### config.mk
export PLATFORM = sky130hd
export DESIGN_NAME = bcd_seg_scanner
export DESIGN_NICKNAME = d
export VERILOG_FILES = /design/src/rtl/bcd_seg_scanner.sv
export SDC_FILE = /design/constraint.sdc
export NUM_CORES = 1
export LEC_CHECK = 0
export CAP_MARGIN = 15
export CORE_AREA = 2 2 75 77
export DETAILED_ROUTE_END_ITERATION = 12
export DIE_AREA = 0 0 77 79
export DONT_BUFFER_PORTS = 1
export PLACE_DENSITY_LB_ADDON = 0.05
export SETUP_SLACK_MARGIN = 0.2
export SYNTH_ARGS = -nofsm -noshare
export SYNTH_HDL_FRONTEND = slang
export SYNTH_SLANG_ARGS = --single-unit
### constraint.sdc
create_clock -name clk -period 3 [get_ports clk]
set_input_delay 0.45 -clock clk [delete_from_list [all_inputs] [get_ports clk]]
set_output_delay 0.45 -clock clk [all_outputs]
set_load 0.01 [all_outputs]
### src/rtl/bcd_seg_scanner.sv
// Three-digit multiplexed 7-segment scanner fed by a packed BCD word.
// Holds new values in a shadow register and only shows them from the next frame boundary.
module bcd_seg_scanner #(
   parameter int REFRESH_CNT  = 50000,
   parameter int GUARD_CYCLES = 16
) (
   input  logic        clk,
   input  logic        rst_n,
   input  logic [11:0] bcd_in,
   input  logic        bcd_valid,
   input  logic        blank_lz,
   output logic [6:0]  seg,
   output logic [2:0]  an,
   output logic        frame_start
);

   localparam int MAX_PHASE = (REFRESH_CNT > GUARD_CYCLES) ? REFRESH_CNT : GUARD_CYCLES;
   localparam int CNT_W     = (MAX_PHASE > 1) ? $clog2(MAX_PHASE) : 1;
   localparam bit HAS_GUARD = (GUARD_CYCLES > 0);

   localparam logic [CNT_W-1:0] DRIVE_LOAD = CNT_W'(REFRESH_CNT - 1);
   localparam logic [CNT_W-1:0] GUARD_LOAD = CNT_W'(HAS_GUARD ? GUARD_CYCLES - 1 : 0);

   localparam logic [6:0] SEG_OFF = 7'h7F;
   localparam logic [2:0] AN_OFF  = 3'b111;

   typedef enum logic {
      ST_GUARD,
      ST_DRIVE
   } state_e;

   // Every digit slot opens with this phase; it collapses to DRIVE when there is no guard.
   localparam state_e   FIRST_STATE = HAS_GUARD ? ST_GUARD : ST_DRIVE;
   localparam logic [CNT_W-1:0] FIRST_LOAD = HAS_GUARD ? GUARD_LOAD : DRIVE_LOAD;

   state_e            state_q, state_d;
   logic [1:0]        digit_q, digit_d;
   logic [CNT_W-1:0]  cnt_q, cnt_d;
   logic              started_q, started_d;
   logic [11:0]       disp_q, disp_d;
   logic [11:0]       shadow_q, shadow_d;
   logic              pending_q, pending_d;
   logic [6:0]        seg_q, seg_d;
   logic [2:0]        an_q, an_d;
   logic              frame_start_q, frame_start_d;
   logic              boundary;
   logic [3:0]        nibble;
   logic              blank;

   function automatic logic [6:0] decode(input logic [3:0] n);
      logic [6:0] s;
      case (n)
         4'd0:    s = 7'h40;
         4'd1:    s = 7'h79;
         4'd2:    s = 7'h24;
         4'd3:    s = 7'h30;
         4'd4:    s = 7'h19;
         4'd5:    s = 7'h12;
         4'd6:    s = 7'h02;
         4'd7:    s = 7'h78;
         4'd8:    s = 7'h00;
         4'd9:    s = 7'h10;
         default: s = 7'h3F;
      endcase
      return s;
   endfunction

   function automatic logic [2:0] anode(input logic [1:0] d);
      logic [2:0] a;
      case (d)
         2'd0:    a = 3'b110;
         2'd1:    a = 3'b101;
         2'd2:    a = 3'b011;
         default: a = AN_OFF;
      endcase
      return a;
   endfunction

   // Scan sequencer. The first edge after reset is treated as a frame boundary so the
   // display restarts cleanly at digit 0 with a frame_start pulse.
   always_comb begin
      // NOTE: every signal gets a default first so no path leaves it unassigned (no latches).
      state_d   = state_q;
      digit_d   = digit_q;
      cnt_d     = cnt_q;
      started_d = 1'b1;
      boundary  = 1'b0;

      if (!started_q) begin
         state_d  = FIRST_STATE;
         digit_d  = 2'd0;
         cnt_d    = FIRST_LOAD;
         boundary = 1'b1;
      end else if (cnt_q != '0) begin
         cnt_d = cnt_q - CNT_W'(1);
      end else if (state_q == ST_GUARD) begin
         state_d = ST_DRIVE;
         cnt_d   = DRIVE_LOAD;
      end else begin
         state_d  = FIRST_STATE;
         cnt_d    = FIRST_LOAD;
         digit_d  = (digit_q == 2'd2) ? 2'd0 : digit_q + 2'd1;
         boundary = (digit_q == 2'd2);
      end
   end

   // Capture path: strobes always land in the shadow; the display register only moves at
   // a boundary, where a strobe on that very edge bypasses the shadow.
   always_comb begin
      shadow_d  = bcd_valid ? bcd_in : shadow_q;
      pending_d = boundary ? 1'b0 : (pending_q | bcd_valid);
      disp_d    = disp_q;
      if (boundary) begin
         if (bcd_valid) begin
            disp_d = bcd_in;
         end else if (pending_q) begin
            disp_d = shadow_q;
         end
      end
   end

   // Output decode looks ahead at the next digit/state so seg and an are registered and
   // switch together on the phase edge.
   always_comb begin
      case (digit_d)
         2'd0:    nibble = disp_d[3:0];
         2'd1:    nibble = disp_d[7:4];
         2'd2:    nibble = disp_d[11:8];
         default: nibble = 4'hF;
      endcase

      blank = blank_lz &&
              (((digit_d == 2'd2) && (disp_d[11:8] == 4'd0)) ||
               ((digit_d == 2'd1) && (disp_d[11:8] == 4'd0) && (disp_d[7:4] == 4'd0)));

      seg_d         = SEG_OFF;
      an_d          = AN_OFF;
      frame_start_d = boundary;
      if ((state_d == ST_DRIVE) && !blank) begin
         seg_d = decode(nibble);
         an_d  = anode(digit_d);
      end
   end

   // NOTE: sequential state uses non-blocking assignments so all flops update together.
   always_ff @(posedge clk or negedge rst_n) begin
      if (!rst_n) begin
         state_q       <= FIRST_STATE;
         digit_q       <= 2'd0;
         cnt_q         <= '0;
         started_q     <= 1'b0;
         disp_q        <= 12'h000;
         shadow_q      <= 12'h000;
         pending_q     <= 1'b0;
         seg_q         <= SEG_OFF;
         an_q          <= AN_OFF;
         frame_start_q <= 1'b0;
      end else begin
         state_q       <= state_d;
         digit_q       <= digit_d;
         cnt_q         <= cnt_d;
         started_q     <= started_d;
         disp_q        <= disp_d;
         shadow_q      <= shadow_d;
         pending_q     <= pending_d;
         seg_q         <= seg_d;
         an_q          <= an_d;
         frame_start_q <= frame_start_d;
      end
   end

   assign seg         = seg_q;
   assign an          = an_q;
   assign frame_start = frame_start_q;

   // At most one anode may ever be active.
   a_anode_onehot0 : assert property (@(posedge clk) disable iff (!rst_n) $onehot0(~an_q));

endmodule

==> impl_metrics.env, run 1 <==
export IMPL_start_util_pct=54.0
export IMPL_cts_root_buf="clkbuf_8"
export IMPL_cts_num_sinks=56
export IMPL_hold_violations=0
export IMPL_syn_cell_area_mm2=0.00288
export IMPL_grt_use_total_pct=21.9
export IMPL_grt_overflow=0
export IMPL_synthArstFlopShare_pct=100
export IMPL_worstPathRequired_ns=3.23
export IMPL_first_pass_iters=4
export IMPL_synth_warnings=0
export IMPL_wl_met2_um=3220
export IMPL_synth_seq_cells=56
export IMPL_cts_max_path_buffers=2
export IMPL_path_max_fanout=4
export IMPL_hp_class="in -> reg"
export IMPL_io_pins=27
export IMPL_antenna_found_initial=0
export IMPL_p_per_area_mw_per_mm2=448
export IMPL_grt_max_degree=57
export IMPL_layout_drive_gt1_share_pct=40.9
export IMPL_rrSetupSlack_ns=0.06
export IMPL_wl_um=6470
export IMPL_core_mm2=0.00534
export IMPL_numPortBuffers=0
export IMPL_peakVddDrop_uv=368
export IMPL_viasPerCell=5.62
export IMPL_synth_edf_count=0
export IMPL_worstHoldStart="bcd_valid"
export IMPL_drt_iter0_drc=141
export IMPL_finalSetupViolCount=0
export IMPL_grt_pass1_wl_um=10500
export IMPL_synth_top_flop_cell="dfrtp_1"
export IMPL_yosysTopAreaCellShare_pct=40.0
export IMPL_rsz0062_at_grt="yes"
export IMPL_htreeDepth=2
export IMPL_endpoint_kind="flop"
export IMPL_slew_violations=0
export IMPL_numCtsBuffers=5
export IMPL_syn_instance_count=255
export IMPL_yosysTopAreaCell="dfrtp_1"
export IMPL_synthTopCellsByArea="dfrtp_1 (40%), dfstp_2 (9.1%), mux2_2 (6.3%)"
export IMPL_power_leakage_nw=1.45
export IMPL_route_met3_wl_um=287
export IMPL_synth_net_count=275
export IMPL_vias=2081
export IMPL_min_period_ns=2.94
export IMPL_wl_per_cell_um=17.5
export IMPL_power_w=0.00159
export IMPL_n_antenna_cell=0
export IMPL_crit_path_start="cnt_q[3]"
export IMPL_outcome="completed"
export IMPL_gp_congestion=0.817
export IMPL_cp_arrival_ns=3.17
export IMPL_ant_nets=0
export IMPL_cts_tree="done"
export IMPL_criticalPathCategory="reg -> reg"
export IMPL_max_freq_mhz=341
export IMPL_drc=0
export IMPL_nets=317
export IMPL_final_util_pct=66.4
export IMPL_max_cap_viol_count=0
export IMPL_synthDistinctLibCells=68
export IMPL_area_delta_synth_final_pct=23.1
export IMPL_final_period_utilization_pct=97.8
export IMPL_die_h_um=79
export IMPL_clkLatencyLatePin_ns=0.32
export IMPL_highest_layer="met4"
export IMPL_dp_hpwl_um=4150
export IMPL_whs_ns=0.249
export IMPL_met1_length_um=2880
export IMPL_die_x_um=77
export IMPL_die_area_mm2=0.00608
export IMPL_skew_ns=0.00775
export IMPL_r2r_start="cnt_q[3]"
export IMPL_path_clk_slew_ns=0.11
export IMPL_synth_seq_area_share_pct=49.1
export IMPL_grt_pass1_vias=2101
export IMPL_syn_avg_cell_area_um2=11.3
export IMPL_start_kind="flop"
export IMPL_rows=27
cells in the mapped netlist (4+ instances only):
library cell	instances
dfrtp_1	46
nor3_1	9
dfstp_2	10
xor2_1	7
xnor2_1	5
o21ai_0	9
nor2_1	24
a21oi_1	7
ha_1	4
inv_1	10
mux2_2	16
nand2_1	22
or3_1	6
where the power goes:
group / switching (W) / leakage, nW / internal [W]
logic: 0.000170 / 0.728 / 0.000159
clock network: 0.000264 / 0.0485 / 0.000168
registers: 0.0000243 / 0.671 / 0.000804
sequential cells by signal, indices dropped and copies added, names as in the netlist:
register	cells
cnt_q	16
disp_q	12
shadow_q	12
seg	7
an	3
digit_q	2
frame_start	1
pending_q	1
started_q	1
state_q	1
worst paths after layout:
check,endpoint,depth (start not counted)
max,seg[0],11
min,shadow_q[9],1
max reg2reg,seg[0],11
min reg2reg,cnt_q[0],1
max in group asynchronous,seg[3],2
min in group asynchronous,shadow_q[5],2
critical path, cell delays in order, from the launching register on:
cell,delay (ns)
dfrtp_1,0.40
or4_4,0.56
nor4_4,0.29
a31o_4,0.24
buf_6,0.10
mux2_4,0.29
and2_4,0.15
o32ai_4,0.32
buf_6,0.17
nor2_4,0.04
nor3_2,0.22
o21ai_1,0.08
metrics by stage:
stage / cell area, um2 / setup TNS, ns / worst slack, ns / instances
finish: 3540 / 0 / 0.0650 / 370
global route: 3540 / -0.196 / -0.0662 / 370
CTS: 3320 / 0 / 0.126 / 360
detailed placement: 3070 / 0 / 0.0756 / 338
global placement: 3070 / 0 / 0.132 / 338
floorplan: 2890 / 0 / 0.136 / 255
cells by family (layout without fill, tap and decap cells):
logic type                 after synthesis  in the layout  synth area share, %
buffers and inverters                   15             56                 2.22
xor gates and xnor gates                12             12                 3.65
muxes                                   21             21                 8.64
other                                    1              1                0.130
DFF                                     56             56                 49.1
adders and majority gates                4              4                 1.74
and+or+nand+nor                         95             95                 19.5
AOI/OAI and AO/OA                       51             53                 15.0
placed cells by master (no fill, tap or decap), drive strengths merged, types with 4 or more instances in the layout:
cell type / n
clkbuf: 5
xor2: 7
or3: 7
a21oi: 9
inv: 12
o21ai: 12
buf: 36
nand2: 23
ha: 4
xnor2: 5
nor2: 25
nor3: 10
dfstp: 10
mux2: 18
a21boi: 4
nor4: 5
dfrtp: 46
cell type report:
type,instances,area (um2)
Clock buffer,5,68.8
Clock inverter,3,22.5
Fill cell,433,1790
Inverter,11,41.3
Multi-Input combinational cell,186,1590
Sequential cell,56,1410
Tap cell,72,90.1
Timing Repair Buffer,37,315
metal layers:
metal,vias to the layer above,GRT usage (%)
met3,8,5.45
met2,48,35.4
met4,0,5.71
li1,1003,-
met5,-,0
met1,1022,29.8
repair_timing:
action | in CTS | in global routing
hold endpoints to repair | 56 | 0
cloned | 1 | 1
pin swaps | 1 | 21
endpoints found under the setup margin | 7 | 9
gates resized for setup | 8 | 28
setup buffers | 11 | 9
hold buffers | 2 | 0
No activity file was read; power rests on OpenSTA's default activity.
==> inputs of run 2 (changes only) <==
--- a/config.mk
+++ b/config.mk
@@ -6,9 +6,9 @@
 export NUM_CORES = 1
 export LEC_CHECK = 0
 export CAP_MARGIN = 15
-export CORE_AREA = 2 2 75 77
+export CORE_AREA = 2 2 67 85
 export DETAILED_ROUTE_END_ITERATION = 12
-export DIE_AREA = 0 0 77 79
+export DIE_AREA = 0 0 69 87
 export DONT_BUFFER_PORTS = 1
 export PLACE_DENSITY_LB_ADDON = 0.05
 export SETUP_SLACK_MARGIN = 0.2
==> impl_metrics.env, run 2 (synthesized netlist as in run 1, its figures left out) <==
export IMPL_outcome="completed"
export IMPL_start_kind="flop"
export IMPL_skew_ns=0.00755
export IMPL_ant_nets=0
export IMPL_cts_num_sinks=56
export IMPL_first_pass_iters=4
export IMPL_path_clk_slew_ns=0.10
export IMPL_layout_common_cells="dfrtp_1 (46), buf_4 (31), nor2_1 (22), nand2_1 (22), mux2_2 (14)"
export IMPL_vias=2096
export IMPL_peakVddDrop_uv=338
export IMPL_hp_class="in -> reg"
export IMPL_r2r_start="cnt_q[12]"
export IMPL_antenna_found_initial=0
export IMPL_multi_input_comb_area_mm2=0.00160
export IMPL_wl_per_cell_um=18.0
export IMPL_fillers=380
export IMPL_p_per_area_mw_per_mm2=490
export IMPL_grt_max_degree=57
export IMPL_numCtsBuffers=5
export IMPL_core_mm2=0.00526
export IMPL_grt_pass1_wl_um=10900
export IMPL_max_cap_viol_count=0
export IMPL_clkLatencyLatePin_ns=0.31
export IMPL_hold_violations=0
export IMPL_reg_largest_list="cnt_q (16), disp_q (12), shadow_q (12)"
export IMPL_layout_drive_gt1_share_pct=40.1
export IMPL_path_max_fanout=5
export IMPL_seq_power_share_pct=46.8
export IMPL_rrSetupSlack_ns=0.12
export IMPL_min_period_ns=2.88
export IMPL_layout_area_seq_mm2=0.00141
export IMPL_final_area_mm2=0.00361
export IMPL_wl_um=6550
export IMPL_worstPathRequired_ns=3.24
export IMPL_numPortBuffers=0
export IMPL_die_area_mm2=0.00600
export IMPL_grt_pass1_vias=2177
export IMPL_p_comb_share_pct=20.1
export IMPL_die_h_um=87
export IMPL_power_leakage_nw=1.48
export IMPL_dp_hpwl_um=4280
export IMPL_p_sw_share_pct=25.9
export IMPL_start_util_pct=54.8
export IMPL_largest_register="cnt_q"
export IMPL_endpoint_kind="flop"
export IMPL_p_int_w=0.00131
export IMPL_crit_path_start="cnt_q[12]"
export IMPL_grt_use_total_pct=23.0
export IMPL_die_x_um=69
export IMPL_cts_max_path_buffers=2
export IMPL_rsz0062_at_grt="yes"
export IMPL_io_pins=27
export IMPL_nets=318
export IMPL_finalSetupTns_ns=0
export IMPL_worstHoldPathCells=1
export IMPL_final_period_utilization_pct=95.9
export IMPL_cts_root_buf="clkbuf_8"
export IMPL_gp_congestion=0.794
export IMPL_mostFrequentLayoutCell="dfrtp_1"
export IMPL_switching_power_w=0.000459
export IMPL_cp_arrival_ns=3.12
export IMPL_max_freq_mhz=348
export IMPL_viasPerCell=5.77
export IMPL_largest_reg_flops=16
export IMPL_ff2ff_path_depth=11
export IMPL_drt_iter0_drc=100
export IMPL_timing_critical_path_to="seg[3]"
export IMPL_htreeDepth=2
export IMPL_postPlaceCellArea_mm2=0.00308
export IMPL_slew_violations=0
export IMPL_criticalPathCategory="reg -> reg"
export IMPL_final_util_pct=68.7
export IMPL_drc=0
export IMPL_finalSetupViolCount=0
export IMPL_power_w=0.00177
export IMPL_rows=30
export IMPL_clock_power_share_pct=33.1
export IMPL_cts_tree="done"
export IMPL_n_antenna_cell=0
export IMPL_reg2reg_to="seg[3]"
export IMPL_area_delta_synth_final_pct=25.4
export IMPL_whs_ns=0.230
export IMPL_grt_overflow=0
-- run 2: cell types whose count changed in the layout (fill, tap and decap cells not counted), sizes merged --
cell,change
buf,+2
bufinv,+2
clkinv,-2
a31o,-1
-- run 2: worst min-delay path by stage --
| stage | from | endpoint |
|---|---|---|
| floorplan | rst_n | cnt_q[0] |
| global placement | rst_n | cnt_q[1] |
| detailed placement | rst_n | cnt_q[1] |
| CTS | bcd_valid | shadow_q[9] |
| global route | bcd_valid | shadow_q[9] |
| finish | bcd_valid | shadow_q[9] |
-- run 2: cell type report --
class	instances	area share, %
clock buffers	5	1.91
flip-flops and latches	56	39.2
clock inverters	3	1.91
multi-input cells	185	44.3
repair buffers	39	9.36
well taps	64	2.22
inverters	11	1.14
-- run 2: power by group through the flow --
stage          Clock [W]  Combinational [W]  Sequential [W]
6_report        0.000586           0.000355        0.000827
3_5_place_dp           0           0.000232        0.000841
5_1_grt         0.000633           0.000384        0.000833
4_1_cts         0.000600           0.000310        0.000827
2_1_floorplan          0           0.000190        0.000834
3_3_place_gp           0           0.000231        0.000839
-- run 2: worst max-delay path: stages (launching register included) --
cell and delay, ns:
dfrtp_1 0.39, or4_4 0.56, nor4_4 0.23, nand4_4 0.15, buf_6 0.15, mux2i_4 0.29, mux2i_2 0.33, a2bb2oi_4 0.10
buf_4 0.16, a21oi_4 0.15, a21boi_1 0.21, o21ai_1 0.09
-- run 2: timing repair --
item                                   in CTS  in global routing
hold buffers                                2                  0
pin swaps                                  19                 18
gates resized for setup                    27                 16
cloned                                      1                  0
setup endpoints to repair                   8                  9
endpoints found under the hold margin      56                  0
setup buffers                              14                  5
-- run 2: per-layer routing --
layer  share of wire [%]  GRT usage, %  vias up
met3                 2.2          3.59       19
met2                  53          40.3       38
met4                 3.7          12.5        0
li1                    -             -      997
met5                   0             0        -
met1                  41          27.3     1042
-- run 2: metrics by stage --
| step | cells | setup WS, ns |
|---|---|---|
| global placement | 333 | 0.0903 |
| finish | 363 | 0.124 |
| detailed placement | 333 | 0.0450 |
| global route | 363 | 0.0182 |
| floorplan | 255 | 0.136 |
| CTS | 358 | 0.115 |
